<file path="config.mk">
export PLATFORM = sky130hd
export DESIGN_NAME = fifo_fwft_bram
export DESIGN_NICKNAME = d
export VERILOG_FILES = /design/src/rtl/fifo_fwft_bram.sv
export SDC_FILE = /design/constraint.sdc
export NUM_CORES = 1
export LEC_CHECK = 0
export CAP_MARGIN = 20
export CORE_UTILIZATION = 29
export DETAILED_ROUTE_END_ITERATION = 7
export PLACE_DENSITY_LB_ADDON = 0.3
export SLEW_MARGIN = 15
export SYNTH_ARGS = -nofsm -noshare
export SYNTH_HDL_FRONTEND = slang
export SYNTH_SLANG_ARGS = --single-unit
</file>
<file path="constraint.sdc">
create_clock -name CLK -period 9 [get_ports CLK]
set_clock_uncertainty 0.1 [all_clocks]
set_input_delay 0.9 -clock CLK [delete_from_list [all_inputs] [get_ports CLK]]
set_output_delay 0.9 -clock CLK [all_outputs]
set_load 0.1 [all_outputs]
</file>
<file path="src/rtl/fifo_fwft_bram.sv">
// BRAM-backed FIFO with first-word-fall-through output, occupancy count,
// almost-full/almost-empty thresholds and sticky overflow/underflow flags.
module fifo_fwft_bram #(
  parameter int WIDTH    = 32,
  parameter int DEPTH    = 5,
  parameter int W_CNT    = 3,
  parameter int W_POS    = 3,
  parameter int AF_LEVEL = 4,
  parameter int AE_LEVEL = 1
) (
  input  logic             CLK,
  input  logic             RST,
  input  logic             ENQ,
  input  logic [WIDTH-1:0] DIN,
  input  logic             DEQ,
  output logic [WIDTH-1:0] DOUT,
  output logic             EMPTY,
  output logic             FULL,
  output logic             ALMOST_FULL,
  output logic             ALMOST_EMPTY,
  output logic [W_CNT-1:0] CNT,
  output logic             OVF,
  output logic             UDF
);

  localparam logic [W_CNT-1:0] L_DEPTH = W_CNT'(DEPTH);
  localparam logic [W_CNT-1:0] L_AF    = W_CNT'(AF_LEVEL);
  localparam logic [W_CNT-1:0] L_AE    = W_CNT'(AE_LEVEL);
  localparam logic [W_POS-1:0] L_LAST  = W_POS'(DEPTH - 1);
  localparam logic [W_CNT-1:0] L_ONE   = W_CNT'(1);

  logic [WIDTH-1:0] r_mem [DEPTH];
  logic [W_POS-1:0] r_wptr;
  logic [W_POS-1:0] r_hptr;
  logic [W_CNT-1:0] r_ram_cnt;
  logic [W_CNT-1:0] r_cnt;
  logic             r_rd_vld;
  logic [WIDTH-1:0] r_rd_data;
  logic             r_out_vld;
  logic [WIDTH-1:0] r_out_data;
  logic             r_ovf;
  logic             r_udf;

  logic w_full;
  logic w_we;
  logic w_re;
  logic w_move;
  logic w_issue;

  assign w_full  = (r_cnt == L_DEPTH);
  assign w_we    = ENQ & ~w_full & ~RST;
  assign w_re    = DEQ & r_out_vld & ~RST;
  // Read stage hands over when the output register is free or being popped.
  assign w_move  = r_rd_vld & (~r_out_vld | w_re);
  assign w_issue = (r_ram_cnt != '0) & (~r_rd_vld | w_move) & ~RST;

  always_ff @(posedge CLK) begin
    if (w_we) r_mem[r_wptr] <= DIN;
    if (w_issue) r_rd_data <= r_mem[r_hptr];
  end

  always_ff @(posedge CLK) begin
    if (RST) begin
      r_wptr     <= '0;
      r_hptr     <= '0;
      r_ram_cnt  <= '0;
      r_cnt      <= '0;
      r_rd_vld   <= 1'b0;
      r_out_vld  <= 1'b0;
      r_out_data <= '0;
      r_ovf      <= 1'b0;
      r_udf      <= 1'b0;
    end else begin
      if (w_we)
        r_wptr <= (r_wptr == L_LAST) ? '0 : r_wptr + 1'b1;
      if (w_issue)
        r_hptr <= (r_hptr == L_LAST) ? '0 : r_hptr + 1'b1;
      if (w_we & ~w_issue)
        r_ram_cnt <= r_ram_cnt + L_ONE;
      else if (~w_we & w_issue)
        r_ram_cnt <= r_ram_cnt - L_ONE;
      if (w_we & ~w_re)
        r_cnt <= r_cnt + L_ONE;
      else if (~w_we & w_re)
        r_cnt <= r_cnt - L_ONE;
      if (w_issue)
        r_rd_vld <= 1'b1;
      else if (w_move)
        r_rd_vld <= 1'b0;
      if (w_move) begin
        r_out_vld  <= 1'b1;
        r_out_data <= r_rd_data;
      end else if (w_re) begin
        r_out_vld  <= 1'b0;
        r_out_data <= '0;
      end
      if (ENQ & w_full)
        r_ovf <= 1'b1;
      if (DEQ & ~r_out_vld)
        r_udf <= 1'b1;
    end
  end

  assign DOUT         = r_out_data;
  assign EMPTY        = ~r_out_vld;
  assign FULL         = w_full;
  assign ALMOST_FULL  = (r_cnt >= L_AF);
  assign ALMOST_EMPTY = (r_cnt <= L_AE);
  assign CNT          = r_cnt;
  assign OVF          = r_ovf;
  assign UDF          = r_udf;

endmodule
</file>
* After elaboration in Yosys (flattened, before gate mapping) *
Memories as Yosys holds them, arrays and structs flattened. A register that Yosys moved wholly into a read port is not among the register bits.
Cells that the tools add are included.

storage, ports and cells
  output and inout bits = 41
  memories kept = 1
  input port bits = 36
  latch bits = 0
  logic and storage cells = 62
  RAM bits = 160
  flip-flop bits (word level) = 48
  bits in read-only memories = 0

operators by class
  shifts and indexed selects = 0
  divide/modulo/power cells = 0
  bitwise gates (word level) = 22
  order comparisons = 2
  equal/unequal tests = 3
  $add $sub $neg = 6
  multipliers = 0
  mux-type cells = 14
  reduce and logical (&&, ||, !) cells = 5

memories
  name   words  width  read ports  clocked after Yosys merged registers in  write ports  line  text
  r_mem  5      32     1           1                                        1            32    logic [WIDTH-1:0] r_mem [DEPTH];

operators with widths
  cell                   number
  $mux W32               2
  $mux W3                6
  $and A1 B1 Y1          13
  $add A3 B1 Y3 const B  4
  $eq A3 B3 Y1 const B   3
  $reduce_bool A2 Y1     4
  $not A1 Y1             7
  $mux W1                6
  $sub A3 B1 Y3 const B  2
  $ge A3 B3 Y1 const B   1
  $le A3 B1 Y1 const B   1
  $reduce_bool A3 Y1     1
  $or A1 B1 Y1           2

* Longest topological paths before layout *
  depth in word-level cells = 10
  depth in mapped cells = 10
  mapped depth without buffers = 10

* Worst setup path before layout *
OpenSTA, ideal clock, no wires.

  path kind = register to register
  start = reg r_cnt[1], in the netlist CNT[1]
  end = mem r_mem[2][0] (enable)
  library setup time = 461 ps
  cell stages (with the launch flop) = 6
  path buffers = 0
  period minus slack after synthesis = 4777 ps
  slack = 4223 ps
  required time = 8439 ps
  data arrival time = 4216 ps
  cell sequence = dfxtp_1 inv_1 ha_1 a21bo_2 or3_1 nor3_1

on the way
  word-level cells in the longest chain between the ends = 6

RTL lines
  element                        line  text
  from (decl)                    36    logic [W_CNT-1:0] r_cnt;
  from (signal assigned)         83    r_cnt <= r_cnt + L_ONE;
  from (signal assigned)         85    r_cnt <= r_cnt - L_ONE;
  $eq A3 B3 Y1                   50    assign w_full = (r_cnt == L_DEPTH);
  $not A1 Y1                     51    assign w_we = ENQ & ~w_full & ~RST;
  $and A1 B1 Y1 (2 in a row)     51
  $mux W1                        58    if (w_we) r_mem[r_wptr] <= DIN;
  $mux W1 (not written as such)  58
  to (decl)                      32

Every way passes these cells.

* Worst setup path after layout *
  start = reg r_cnt[1], in the netlist CNT[1]
  end = out FULL

on the way
  word-level cells in the longest chain between the ends = 1

RTL lines
  element       line  text
  $eq A3 B3 Y1  50
  to (decl)     18    output logic FULL,

Every way passes these cells.

==> impl_metrics.yaml <==
worst_setup_path:
  critPathKind: "register to output port"
  reg2reg_from: "CNT[1]$_SDFFE_PP0P_"
  worstPathMaxFanout: 5
  crit_path_start_kind: "register"
  cp.arrival_ns: 2.43
  ff2ff_setup_slack_ns: 6.00
  worst_ep_required_time_ns: 8.00
  end_kind: "output port"
  r2r_end: "r_mem[1][3]$_DFFE_PP_"
  r2r_cells: 6
grt:
  grt_pass1_wl_um: 27300
  use_met3: 0.0242
  grt_max_degree: 53
  overflow: 0
  grt_use_met2: 0.205
  antenna_found_initial: 0
  use_met1: 0.138
  track_usage: 0.114
  top_usage_layer: "met2"
  grt_pass1_vias: 4827
cells_and_area:
  area_delta_synth_final_pct: 23.0
  drive_gt1_frac: 0.194
  multiInputGateArea_sq_um: 2080
  n_fill_cell: 2820
  fin_nets: 641
  n_antenna_cell: 0
  layout_commonest_cell: "edfxtp_1"
  regArea_sq_um: 6730
  final_util: 0.362
  final_cell_mix: "edfxtp_1 (192), clkdlybuf4s50_1 (75), dfxtp_1 (45)"
floorplan:
  ioPinCount: 77
  dieArea_sq_um: 31600
  die_height_um: 178
  coreArea_sq_um: 30500
  initial_core_util: 0.294
  dieWidth_um: 178
  fp-row-count: 64
timing:
  rsz0062_at_grt: "no"
  finalCritPeriodShare: 0.381
  layout_setup_ws_ns: 5.57
  setup_viol: 0
  slew_headroom: 0.291
  worstMarginPinSlew_ns: 1.06
  finalHoldViolCount: 0
  slew_viol_final: 0
  fin_tns_setup_ns: 0
  period_minus_slack_ns: 3.43
  fmax_ghz: 0.292
place:
  place_congestion: 0.658
  io_buffers: 76
  hpwl_um: 10400
  place_ws_ns: 5.26
detailed_routing:
  wl_per_cell_um: 17.5
  vias: 4566
  remaining_drc_errors: 0
  drtPass1Iterations: 4
  route.antenna.remaining_nets: 0
  routed_via_density: 4.53
  drt-initial-drc-count: 209
  routed_wl_um: 17600
min_path:
  holdPathStages: 2
  min_to: "DOUT[0]$_SDFFE_PP0P_"
  hold_class: "register to register"
  min_from: "DOUT[0]$_SDFFE_PP0P_"
cts:
  clock-root-buffer: "clkbuf_16"
  cts_resized: 0
  cts_tree: "yes"
  htree_levels: 1
  clock-sinks: 240
  clk_latency_ns: 0.53
  clock_path_buffers: 3
  clk_pin_slew_ns: 0.06
  ctsHoldBuffers: 0
  post_cts_buffers: 0
  numCtsBuffers: 26
synthesis:
  synthCells: 511
  ys_types: 33
  syn_area_sq_um: 8970
  syn_nets: 558
  yosysWarningCount: 0
  ys_seq_area_frac: 0.750
  syn-mean-instance-area_sq_um: 17.6
  synth_seq_cells: 240
power_and_ir_drop:
  total_power_mw: 3.40
  p_leak_nw: 3.56
  p_per_area_nw_per_um2: 308
  ir_worst_vdd_mv: 0.122
status:
  outcome: "complete, no violations"
job:
  drv_cap: 0
==> sequential cells by signal (all words and copies together) (netlist names), 3 cells and up <==
| signal | count |
|---|---|
| r_wptr | 3 |
| r_ram_cnt | 3 |
| r_hptr | 3 |
| r_rd_data | 32 |
| r_mem | 160 |
| CNT | 3 |
| DOUT | 32 |
==> critical path, cell delays in order, from the launching register on <==
cell and delay, ns:
dfxtp_1 0.34, inv_1 0.12, ha_1 0.17, and2_1 0.15
clkdlybuf4s50_1 1.13
==> metal layers <==
| metal | share of wire | up-vias | routed length (um) |
|---|---|---|---|
| li1 | - | 2132 | - |
| met5 | 0 | - | 0 |
| met3 | 0.047 | 32 | 821 |
| met2 | 0.51 | 94 | 9050 |
| met1 | 0.42 | 2308 | 7500 |
| met4 | 0.016 | 0 | 277 |
==> worst max path at each step <==
stage | from | end | slack [ns] | cells after the start
3_5_place_dp | ENQ | r_mem[3][10]$_DFFE_PP_ | 5.26 | 5
4_1_cts | CNT[1]$_SDFFE_PP0P_ | FULL | 5.53 | 4
6_report | CNT[1]$_SDFFE_PP0P_ | FULL | 5.57 | 4
2_1_floorplan | CNT[1]$_SDFFE_PP0P_ | r_mem[2][0]$_DFFE_PP_ | 4.22 | 5
3_3_place_gp | ENQ | r_mem[3][10]$_DFFE_PP_ | 5.26 | 5
5_1_grt | CNT[1]$_SDFFE_PP0P_ | FULL | 5.48 | 4
==> cells by family after synthesis <==
| family | synth area share |
|---|---|
| AOI/OAI and AO/OA | 0.0298 |
| buffers and inverters | 0.0227 |
| muxes | 0.128 |
| xor gates and xnor gates | 0.00390 |
| DFF | 0.750 |
| adders and majority gates | 0.0162 |
| and+or+nand+nor | 0.0498 |
==> final cells by class <==
| class | count | area share |
|---|---|---|
| clock buffers | 28 | 0.0596 |
| clock inverters | 19 | 0.0210 |
| inverters | 9 | 0.00306 |
| multi-input cells | 234 | 0.188 |
| flip-flops and latches | 240 | 0.610 |
| well taps | 396 | 0.0449 |
| repair buffers | 83 | 0.0732 |
==> through the flow <==
| stage | instances | hold WS (ns) | cell area (sq um) |
|---|---|---|---|
| floorplan | 511 | 0.358 | 8970 |
| CTS | 1009 | 0.369 | 11000 |
| global route | 1009 | 0.382 | 11000 |
| global placement | 962 | 0.353 | 10100 |
| finish | 1009 | 0.368 | 11000 |
| detailed placement | 962 | 0.360 | 10100 |
==> synthesized netlist by cell type (all sizes together) <==
master | number | area, sq um
edfxtp | 192 | 5770
dfxtp | 48 | 961
a21oi | 44 | 220
nand2 | 36 | 135
mux2 | 32 | 360
mux4 | 32 | 736
nand3 | 32 | 160
nor2 | 17 | 63.8
buf | 16 | 125
clkbuf | 12 | 45.0
ha | 10 | 125
inv | 9 | 33.8
mux2i | 5 | 50.1
nor3 | 4 | 20.0
o21ai | 4 | 20.0
xor2 | 4 | 35.0
or3 | 3 | 18.8
nor2b | 2 | 12.5
a21bo | 1 | 10.0
and2 | 1 | 6.26
and4 | 1 | 8.76
fa | 1 | 20.0
nand2b | 1 | 6.26
o211a | 1 | 10.0
o21a | 1 | 7.51
or2 | 1 | 6.26
or3b | 1 | 8.76
==> power breakdown <==
part / total, mW / internal, mW / switching (mW) / leakage (nW)
Sequential: 1.45 / 1.36 / 0.0913 / 2.14
Clock: 1.09 / 0.672 / 0.417 / 0.438
Combinational: 0.858 / 0.304 / 0.554 / 0.980
Note: power is estimated with default switching activity, not from simulation.
